<file path="src/rtl/logic_unit_serial.sv">
// Multi-cycle bitwise logic unit: eight ops applied CHUNK bits per clock across WIDTH-bit operands.
// Optional zero flag is built when LOGIC_UNIT_ZERO_FLAG_EN is defined; otherwise zero is tied low.
module logic_unit_serial #(
    parameter int WIDTH = 32,
    parameter int CHUNK = 8
) (
    input  logic             clk,
    input  logic             rst_n,
    input  logic             start,
    input  logic [2:0]       op,
    input  logic [WIDTH-1:0] A,
    input  logic [WIDTH-1:0] B,
    output logic             busy,
    output logic             done,
    output logic [WIDTH-1:0] result,
    output logic             zero
);

    localparam int N     = WIDTH / CHUNK;
    localparam int IDX_W = (N > 1) ? $clog2(N) : 1;
    localparam logic [IDX_W-1:0] LAST_IDX = IDX_W'(N - 1);

    typedef enum logic {
        IDLE,
        RUN
    } state_t;

    state_t           state;
    logic [IDX_W-1:0] idx;
    logic [2:0]       op_q;
    logic [WIDTH-1:0] a_q;
    logic [WIDTH-1:0] b_q;
    logic [WIDTH-1:0] work;
    logic [WIDTH-1:0] work_next;
    logic [CHUNK-1:0] slice;
    logic             last_chunk;

    function automatic logic [CHUNK-1:0] apply_op(
        input logic [2:0]       f,
        input logic [CHUNK-1:0] a,
        input logic [CHUNK-1:0] b
    );
        logic [CHUNK-1:0] r;
        r = '0;
        case (f)
            3'b000: r = a & b;
            3'b001: r = a | b;
            3'b010: r = a ^ b;
            3'b011: r = ~(a | b);
            3'b100: r = ~(a & b);
            3'b101: r = ~(a ^ b);
            3'b110: r = a;
            3'b111: r = ~a;
            default: r = '0;
        endcase
        return r;
    endfunction

    // The working value with the current chunk merged in; the completion edge copies this,
    // so the last chunk lands in result without an extra cycle.
    // NOTE: every signal assigned in always_comb gets a default first so no latch is inferred.
    always_comb begin
        slice      = apply_op(op_q, a_q[int'(idx)*CHUNK +: CHUNK], b_q[int'(idx)*CHUNK +: CHUNK]);
        work_next  = work;
        work_next[int'(idx)*CHUNK +: CHUNK] = slice;
        last_chunk = (state == RUN) && (idx == LAST_IDX);
    end

    // NOTE: sequential state uses non-blocking assignments so all registers update from pre-edge values.
    always_ff @(posedge clk or negedge rst_n) begin
        if (!rst_n) begin
            state  <= IDLE;
            idx    <= '0;
            op_q   <= '0;
            a_q    <= '0;
            b_q    <= '0;
            work   <= '0;
            result <= '0;
            busy   <= 1'b0;
            done   <= 1'b0;
        end else begin
            done <= 1'b0;
            case (state)
                IDLE: begin
                    if (start) begin
                        state <= RUN;
                        busy  <= 1'b1;
                        idx   <= '0;
                        op_q  <= op;
                        a_q   <= A;
                        b_q   <= B;
                        work  <= '0;
                    end
                end
                RUN: begin
                    work <= work_next;
                    if (last_chunk) begin
                        state  <= IDLE;
                        busy   <= 1'b0;
                        done   <= 1'b1;
                        result <= work_next;
                    end else begin
                        idx <= idx + 1'b1;
                    end
                end
                default: state <= IDLE;
            endcase
        end
    end

`ifdef LOGIC_UNIT_ZERO_FLAG_EN
    logic zero_q;

    // Reset value 1 keeps the flag consistent with result being 0 after reset.
    always_ff @(posedge clk or negedge rst_n) begin
        if (!rst_n) begin
            zero_q <= 1'b1;
        end else if (last_chunk) begin
            zero_q <= (work_next == '0);
        end
    end

    assign zero = zero_q;
`else
    assign zero = 1'b0;
`endif

endmodule

</file>
<file path="config.mk">
export PLATFORM = sky130hd
export DESIGN_NAME = logic_unit_serial
export DESIGN_NICKNAME = d
export VERILOG_FILES = /design/src/rtl/logic_unit_serial.sv
export SDC_FILE = /design/constraint.sdc
export NUM_CORES = 1
export LEC_CHECK = 0
export BUFFER_PORTS_ARGS = -buffer_cell sky130_fd_sc_hd__buf_2
export CAP_MARGIN = 20
export CORE_MARGIN = 2
export CORE_UTILIZATION = 36
export CTS_CLUSTER_SIZE = 14
export DETAILED_ROUTE_END_ITERATION = 12
export GPL_TIMING_DRIVEN = 1
export PLACE_DENSITY_LB_ADDON = 0.2
export SETUP_SLACK_MARGIN = 0.3
export SYNTH_ARGS = -nofsm -noshare
export SYNTH_HDL_FRONTEND = slang
export SYNTH_SLANG_ARGS = --single-unit
export TNS_END_PERCENT = 1
</file>
<file path="constraint.sdc">
create_clock -name clk -period 2.91 [get_ports clk]
set_input_delay 0.582 -clock clk [delete_from_list [all_inputs] [get_ports clk]]
set_output_delay 0.582 -clock clk [all_outputs]
set_load 0.01 [all_outputs]
</file>
# Word level (Yosys, flattened, before mapping)

Cells that the tools add are included.

Flip-flop bits (word level): 136
Bits of input ports: 70
Logic and storage cells: 55

Equal/unequal tests: 11
Muxes and demuxes: 15
Bitwise logic cells: 8
Shifts and indexed selects: 4
$add $sub $neg: 2
Reduce and logical (&&, ||, !) cells: 6

Operators with widths:

| operator                | count |
|---|---|
| $pmux 32 s2             | 1 |
| $pmux 8 s8              | 1 |
| $shiftx 32x6->8         | 2 |
| $neg 5->33              | 1 |
| $shift 8x33->32 const A | 1 |
| $shiftx 8x33->32        | 1 |
| $bwmux 32               | 1 |
| $mux 32                 | 1 |
| $not 8->8               | 4 |
| $eq 3x3->1 const B      | 4 |
| $and 8x8->8             | 1 |
| $or 8x8->8              | 1 |
| $reduce_and 2->1        | 4 |
| $xor 8x8->8             | 1 |
| $eq 3x2->1 const B      | 2 |
| $mux 1                  | 6 |
| $mux 2                  | 2 |
| $ne 2x2->1 const B      | 2 |
| $pmux 1 s2              | 2 |
| $pmux 2 s2              | 1 |
| $eq 3x1->1 const B      | 1 |
| $logic_not 3->1         | 1 |
| $add 2x1->2 const B     | 1 |
| $eq 2x2->1 const B      | 1 |
| other kinds (3)         | 3 |

# Depth between registers and ports, before layout

Gate-level depths: netlist of the first run.

Word-level depth: 7
Mapped depth: 12

# Worst setup path after synthesis of the first run

No wires, ideal clock.

Path type: register -> register
Start: reg idx[0]
End: reg work[17]
Cell stages (with the launch flop): 11
Clock period less this slack: 2689 ps
Arrival: 2607 ps
Required time: 2828 ps
Path slack: 221 ps
Setup time: 82 ps
Path buffers: 3
Path through: dfrtp_1 > buf_6 > buf_6 > buf_4 > mux4_2 > inv_1 > ha_1 > mux2_2 > a221oi_2 > o22ai_4 > o21ai_1

Cells in the longest elaborated chain, start to end: 7
Elaborated cells on any way between the ends: 15

Ends and longest elaborated chain:

| item                                      | line       | RTL |
|---|---|---|
| start, declared                           | 29         | `logic [IDX_W-1:0] idx;` |
| start signal, assigned                    | 103        | `idx <= idx + 1'b1;` |
| $shiftx 32x6->8                           | 63         | `slice = apply_op(op_q, a_q[int'(idx)*CHUNK +: CHUNK], b_q[int'(idx)*CHUNK +: CHUNK]);` |
| $xor 8x8->8, or another cell as far along | 48, 51     |  |
| $not 8->8, on equally long branches       | 51, 49, 50 |  |
| $pmux 8 s8                                | 45         | `case (f)` |
| $shiftx 8x33->32                          | 65         | `work_next[int'(idx)*CHUNK +: CHUNK] = slice;` |
| $bwmux 32 (*)                             | 65         |  |
| $pmux 32 s2 (*)                           | 83         | `case (state)` |
| end signal, assigned                      | 96         | `work <= work_next;` |
| end, declared                             | 33         | `logic [WIDTH-1:0] work;` |

Mark *: on every way between the ends. The rest lies on a longest branch, timed or not.
A chain may end at the register's enable or synchronous reset.

# Worst setup path in the final report of the first run

Start: reg idx[0]
End: reg work[7]

Same word-level chain as after synthesis.

==> impl_metrics.py, run 1 <==
metrics = {
    "outcome": {
        "status": "finished clean",
    },
    "clock_tree": {
        "cts_buffer_depth": 2,
        "clock_latency_ns": 0.43,
        "cts-root-buf": "clkbuf_16",
        "cts.sinks": 136,
        "postCtsHoldBufs": 0,
        "cts_tree": "yes",
        "path_clk_slew_ns": 0.06,
        "cts_buffers": 17,
        "h-tree-depth": 4,
    },
    "logic_synthesis": {
        "synth_top_area_share": 0.4812,
        "yosys.area_share.simple": 0.09236,
        "synth_top_family_by_area": "multiplexers",
        "yosysTopAreaCell": "dfrtp_1",
        "synth_commonest_cells": "dfrtp_1 (136), mux2_2 (76), o21ai_1 (72)",
        "syn-num-nets": 723,
        "ys_types": 39,
        "syn_area_um2": 7072,
        "synth_mux_area_frac": 0.1727,
        "synth_adder_area_share": 0.03892,
        "synth_edf_count": 0,
        "synth_compound_area_frac": 0.1538,
        "synthXorXnorAreaFrac": 0.01982,
        "synth_cells": 631,
        "yosysWarnings": 0,
        "yosys-top-cells-area": "dfrtp_1 (48%), mux2_2 (12%), o21ai_1 (5.1%)",
        "avgSynthCellArea_um2": 11.21,
        "yosysMostFrequentCell": "dfrtp_1",
        "seq_area_frac_synth": 0.4812,
        "ys_ff_latch": 136,
        "synth_ff_type": "dfrtp_1",
        "async_flop_share": 1.000,
    },
    "detailed_routing": {
        "first_iter_violations": 170,
        "wl_per_cell_um": 17.79,
        "totalWireLength_mm": 17.99,
        "post-route-drc-count": 0,
        "postRouteAntennaNets": 0,
        "num_vias": 5275,
        "viasPerCell": 5.218,
        "drtPass1Iterations": 4,
    },
    "run": {
        "cap_violations": 0,
    },
    "sta": {
        "fmax_ghz": 0.3882,
        "timing.final.hold_violations": 0,
        "slew-limit-headroom": 0.4963,
        "setup_violations": 0,
        "fin_ws_ns": 0.3343,
        "finalCritPeriodShare": 0.8851,
        "worstMarginPinSlew_ns": 0.7539,
        "skew_ns": 0.008719,
        "final_max_slew_viol_count": 0,
        "timing.setup.tns_ns": 0,
        "rsz0062_at_grt": "yes",
        "worst_hold_slack_ns": 0.1592,
        "min_period_ns": 2.576,
    },
    "critical_path": {
        "cp.required_ns": 3.24,
        "cp_slowest_cell": "dfrtp_2",
        "path_class": "reg -> reg",
        "start_kind": "flop",
        "cp_cell_sequence": "buf_12 -> mux2_4 -> o21ai_2 -> ha_4 -> mux2_4 -> a221oi_4 -> o22ai_4 -> buf_12 -> o21ai_1",
        "worst_ep_arrival_time_ns": 2.91,
        "worstSetupEndpointType": "flop",
        "path_max_fanout": 12,
        "max_stage_delay_ns": 0.48,
    },
    "global_route": {
        "antenna_found_initial": 0,
        "grt_usage": 0.1795,
        "first_global_vias": 5324,
        "grt_pass1_wl_mm": 28.55,
        "grt_max_degree": 69,
        "grt.overflow.total": 0,
    },
    "placement": {
        "dp_hpwl_mm": 12.31,
        "place_inst": 970,
        "io_buffers": 103,
        "placed_cell_area_um2": 8015,
        "dp_slack_ns": 0.1958,
        "gp_congestion": 0.8271,
    },
    "die": {
        "ioPinCount": 105,
        "die_h_um": 144.2,
        "coreArea_um2": 19400,
        "die_width_um": 144.2,
        "row_count": 51,
        "die_area_um2": 20780,
        "initial_utilization": 0.3646,
    },
    "power_and_ir_drop": {
        "ir_worst_vdd_mv": 0.6143,
        "p_leak_nw": 3.963,
        "powerDensity_nw_per_um2": 1543,
        "total_power_mw": 13.92,
    },
    "final_layout": {
        "antenna_cells": 0,
        "drive_gt1_frac": 0.4357,
        "final_area_um2": 9019,
        "area_delta_synth_final_pct": 27.53,
        "finalNonFillerCells": 1011,
        "final_core_util": 0.4649,
        "layout.nets": 825,
    },
    "min_path": {
        "hp-class": "in -> async",
    },
}
-- power by group --
part	internal [mW]	switching [mW]
Combinational	4.12	4.34
Clock	1.10	0.896
Sequential	2.81	0.642
-- critical path: cells and delay by family, from the launching register on --
kind | cells | cell delay, ns
fa+ha+maj | 1 | 0.19
flops | 1 | 0.48
buf+inv | 2 | 0.38
compound gates | 4 | 0.78
mux | 2 | 0.65
-- area by class of cell --
type | count | area [um2]
inverter | 21 | 78.83
tap | 265 | 331.6
sequential | 136 | 3406
clock buffer | 17 | 425.4
multi-input combinational | 429 | 3766
clock inverter | 15 | 121.4
fill | 1823 | 10380
timing repair buffer | 128 | 889.6
-- per-layer routing --
layer  vias to the layer above  part of all wire  GRT usage
met4                         0             0.015    0.06081
met5                         -                 0          0
met2                       117              0.49     0.2845
met3                        21             0.042    0.04404
met1                      2674              0.45     0.2416
li1                       2463                 -          -
-- flip-flops by register name, indices dropped and copies added (netlist names) --
register / count
result: 32
idx: 2
op_q: 3
state: 1
work: 32
done: 1
busy: 1
b_q: 32
a_q: 32
-- cell usage in the layout, fill, tap and decap left out, drive strengths merged --
| cell | count |
|---|---|
| nand2b | 8 |
| clkbuf | 18 |
| xor2 | 8 |
| nand3 | 2 |
| mux2 | 83 |
| and2b | 1 |
| mux2i | 8 |
| nor3b | 32 |
| clkinv | 7 |
| nor2 | 12 |
| dfrtp | 136 |
| o22ai | 8 |
| mux4 | 8 |
| ha | 22 |
| or2 | 2 |
| a21o | 8 |
| nor2b | 2 |
| nand4 | 3 |
| inv | 25 |
| a32o | 1 |
| conb | 1 |
| a221oi | 8 |
| a221o | 8 |
| clkinvlp | 4 |
| and3 | 2 |
| xnor2 | 8 |
| nand2 | 57 |
| a21oi | 44 |
| buf | 127 |
| nand4b | 1 |
| o21ai | 90 |
| nand3b | 2 |
-- path summary, 6_finish.rpt --
kind / from / to / slack [ns] / cells after the start
setup / recovery: idx[0] / work[7] / 0.33 / 9
max in group asynchronous: rst_n / result[28] / 2.03 / 2
hold reg to reg: work[12] / work[12] / 0.47 / 2
min in group clk: A[5] / a_q[5] / 0.38 / 2
hold / removal: rst_n / result[25] / 0.16 / 1
setup reg to reg: idx[0] / work[7] / 0.33 / 9
-- cells by family after synthesis --
kind of cell / Yosys count
AO/OA/AOI/OAI: 167
XOR/XNOR: 16
adder cells (fa/ha/maj): 22
buffers and inverters: 66
flip-flops: 136
multiplexers: 99
other: 1
AND/OR/NAND/NOR: 124
-- repair_timing --
action | CTS | global route
endpoints found under the setup margin | 50 | 64
pin swaps | 2 | 21
buffers inserted | 2 | 6
gates resized for setup | 2 | 75
gates cloned | 0 | 1
hold endpoints to repair | 0 | 0
No activity file was read; power rests on OpenSTA's default activity.
==> run 2, diff against run 1 <==
--- a/config.mk
+++ b/config.mk
@@ -8,7 +8,7 @@
 export BUFFER_PORTS_ARGS = -buffer_cell sky130_fd_sc_hd__buf_2
 export CAP_MARGIN = 20
 export CORE_MARGIN = 2
-export CORE_UTILIZATION = 36
+export CORE_UTILIZATION = 55
 export CTS_CLUSTER_SIZE = 14
 export DETAILED_ROUTE_END_ITERATION = 12
 export GPL_TIMING_DRIVEN = 1
==> constraint.sdc (replaced) <==
create_clock -name clk -period 2.91 [get_ports clk]
set_input_delay 0.291 -clock clk [delete_from_list [all_inputs] [get_ports clk]]
set_output_delay 0.291 -clock clk [all_outputs]
set_load 0.01 [all_outputs]
==> run 2 against run 1 <==
Routed wire length shrank 10%. Final cell count decreased by 9.9%. Setup slack lost 0.032 ns. Via count decreased by 0.97%. Sequential share of layout area is 1.7 points higher. Non-clock buffer count is 6 lower. Clock power up 14%. Largest power group unchanged. Hold slack worse by 0.060 ns. Highest routed layer unchanged. Critical path depth increased by 1. Fmax fell by 1.2%. Final area decreased by 4.3%.
==> impl_metrics.py, run 2 (same netlist as run 1, synthesis figures left out) <==
metrics = {
    "power_and_ir_drop": {
        "p_sw_mw": 5.244,
        "powerDensity_nw_per_um2": 1498,
        "combPwrFrac": 0.559,
        "power.switching_fraction": 0.4056,
        "clkPwrFrac": 0.177,
        "ir_worst_vdd_mv": 0.7305,
        "p_seq_frac": 0.264,
        "p_int_mw": 7.684,
        "p_leak_nw": 3.895,
    },
    "detailed_routing": {
        "drtPass1Iterations": 4,
        "num_vias": 5224,
        "first_iter_violations": 373,
        "totalWireLength_mm": 16.16,
        "post-route-drc-count": 0,
        "viasPerCell": 5.734,
        "postRouteAntennaNets": 0,
        "wl_per_cell_um": 17.74,
    },
    "sta": {
        "min_period_ns": 2.608,
        "timing.final.hold_violations": 0,
        "finalCritPeriodShare": 0.8962,
        "skew_ns": 0.009204,
        "timing.setup.tns_ns": 0,
        "slew-limit-headroom": 0.4971,
        "fmax_ghz": 0.3835,
        "setup_violations": 0,
        "worstMarginPinSlew_ns": 0.7544,
        "final_max_slew_viol_count": 0,
        "rsz0062_at_grt": "yes",
    },
    "die": {
        "row_count": 41,
        "die_h_um": 117.4,
        "die_area_um2": 13780,
        "die_width_um": 117.4,
        "coreArea_um2": 12570,
        "initial_utilization": 0.5627,
        "ioPinCount": 105,
    },
    "critical_path": {
        "cp_cell_sequence": "buf_12 -> mux2_4 -> o21ai_1 -> buf_4 -> ha_1 -> mux2_2 -> a221oi_4 -> o22ai_4 -> buf_12 -> o21ai_1",
        "path_buf_inv": 3,
        "cp.required_ns": 3.24,
        "crit_family": "compound AO/OA/AOI/OAI gates",
        "worst_ep_arrival_time_ns": 2.93,
        "path_max_fanout": 10,
        "worstSetupEndpointType": "flop",
        "start_kind": "flop",
        "path_class": "reg -> reg",
        "max_stage_delay_ns": 0.46,
        "cp_slowest_cell": "dfrtp_2",
    },
    "placement": {
        "dp_hpwl_mm": 10.85,
        "io_buffers": 103,
        "gp_congestion": 0.8750,
        "placed_cell_area_um2": 7839,
    },
    "clock_tree": {
        "cts.sinks": 136,
        "cts_buffers": 17,
        "cts_buffer_depth": 2,
        "path_clk_slew_ns": 0.06,
        "cts-root-buf": "clkbuf_16",
        "h-tree-depth": 4,
        "cts_tree": "yes",
        "clock_latency_ns": 0.42,
    },
    "global_route": {
        "grt_pass1_wl_mm": 27.01,
        "grt_usage": 0.2469,
        "antenna_found_initial": 0,
        "grt.overflow.total": 0,
        "grt_max_degree": 81,
        "first_global_vias": 5368,
    },
    "min_path": {
        "hp-class": "in -> reg",
    },
    "final_layout": {
        "antenna_cells": 0,
        "layout.nets": 819,
        "final_core_util": 0.6867,
        "final_area_um2": 8631,
        "drive_gt1_frac": 0.3654,
        "area_delta_synth_final_pct": 22.05,
        "final_common_cell": "dfrtp_1",
        "final_cell_mix": "dfrtp_1 (134), buf_2 (102), o21ai_1 (76), mux2_2 (76), nand2_1 (56)",
    },
    "run": {
        "cap_violations": 0,
    },
    "outcome": {
        "status": "finished clean",
    },
}
## run 2: path summary, 6_finish.rpt
path / slack [ns] / to / start / cells past startpoint
max: 0.30 / work[20] / idx[0] / 10
min: 0.1 / b_q[1] / B[1] / 2
max reg2reg: 0.30 / work[20] / idx[0] / 10
min reg2reg: 0.48 / work[3] / work[3] / 2
max in group asynchronous: 1.69 / b_q[2] / rst_n / 3
min in group asynchronous: 0.46 / result[19] / rst_n / 2
## run 2: stage by stage
| step | power, mW | worst slack, ns | hold slack (ns) | instances |
|---|---|---|---|---|
| 6_report | 12.93 | 0.3021 | 0.09962 | 911 |
| 5_1_grt | 13.81 | 0.2039 | 0.09297 | 911 |
| 4_1_cts | 12.60 | 0.2831 | 0.08805 | 907 |
| 3_5_place_dp | 10.15 | 0.2469 | 0.3821 | 874 |
| 3_3_place_gp | 9.858 | 0.2576 | 0.3663 | 874 |
| 2_1_floorplan | 8.440 | 0.3029 | -0.004591 | 631 |
## run 2: cell type report
type                       instances  area (um2)
fill                             931        3938
multi-input combinational        429        3528
sequential                       136        3406
timing repair buffer             122       772.0
clock buffer                      23       488.0
tap                              172       215.2
clock inverter                     8       142.6
inverter                          21       78.83
## run 2: per-layer routing
layer,wire [um],vias up,part of all wire,track usage
met5,0,-,0,0
met4,338,0,0.021,0.1145
met3,794,30,0.049,0.05253
met2,8114,150,0.50,0.3980
met1,6912,2602,0.43,0.3209
li1,-,2442,-,-
## run 2: worst register-to-register path: stages (launching register included)
cell,delay [ns]
dfrtp_2,0.46
buf_12,0.17
mux2_4,0.31
o21ai_1,0.14
buf_4,0.15
ha_1,0.19
mux2_2,0.37
a221oi_4,0.28
o22ai_4,0.11
buf_12,0.18
o21ai_1,0.15
## run 2: power groups by stage
stage          logic (mW)  registers [mW]  clock network [mW]
6_report             7.22            3.42                2.29
5_1_grt              7.84            3.54                2.42
3_5_place_dp         6.74            3.41                   0
2_1_floorplan        5.17            3.27                   0
3_3_place_gp         6.49            3.37                   0
4_1_cts              6.89            3.39                2.32
## run 2: what timing repair did
action / CTS / global route
gates resized for setup: 2 / 16
hold buffers: 1 / 0
pin swaps: 3 / 5
cloned: 0 / 1
endpoints found under the hold margin: 79 / 0
endpoints found under the setup margin: 27 / 56
setup buffers: 1 / 3
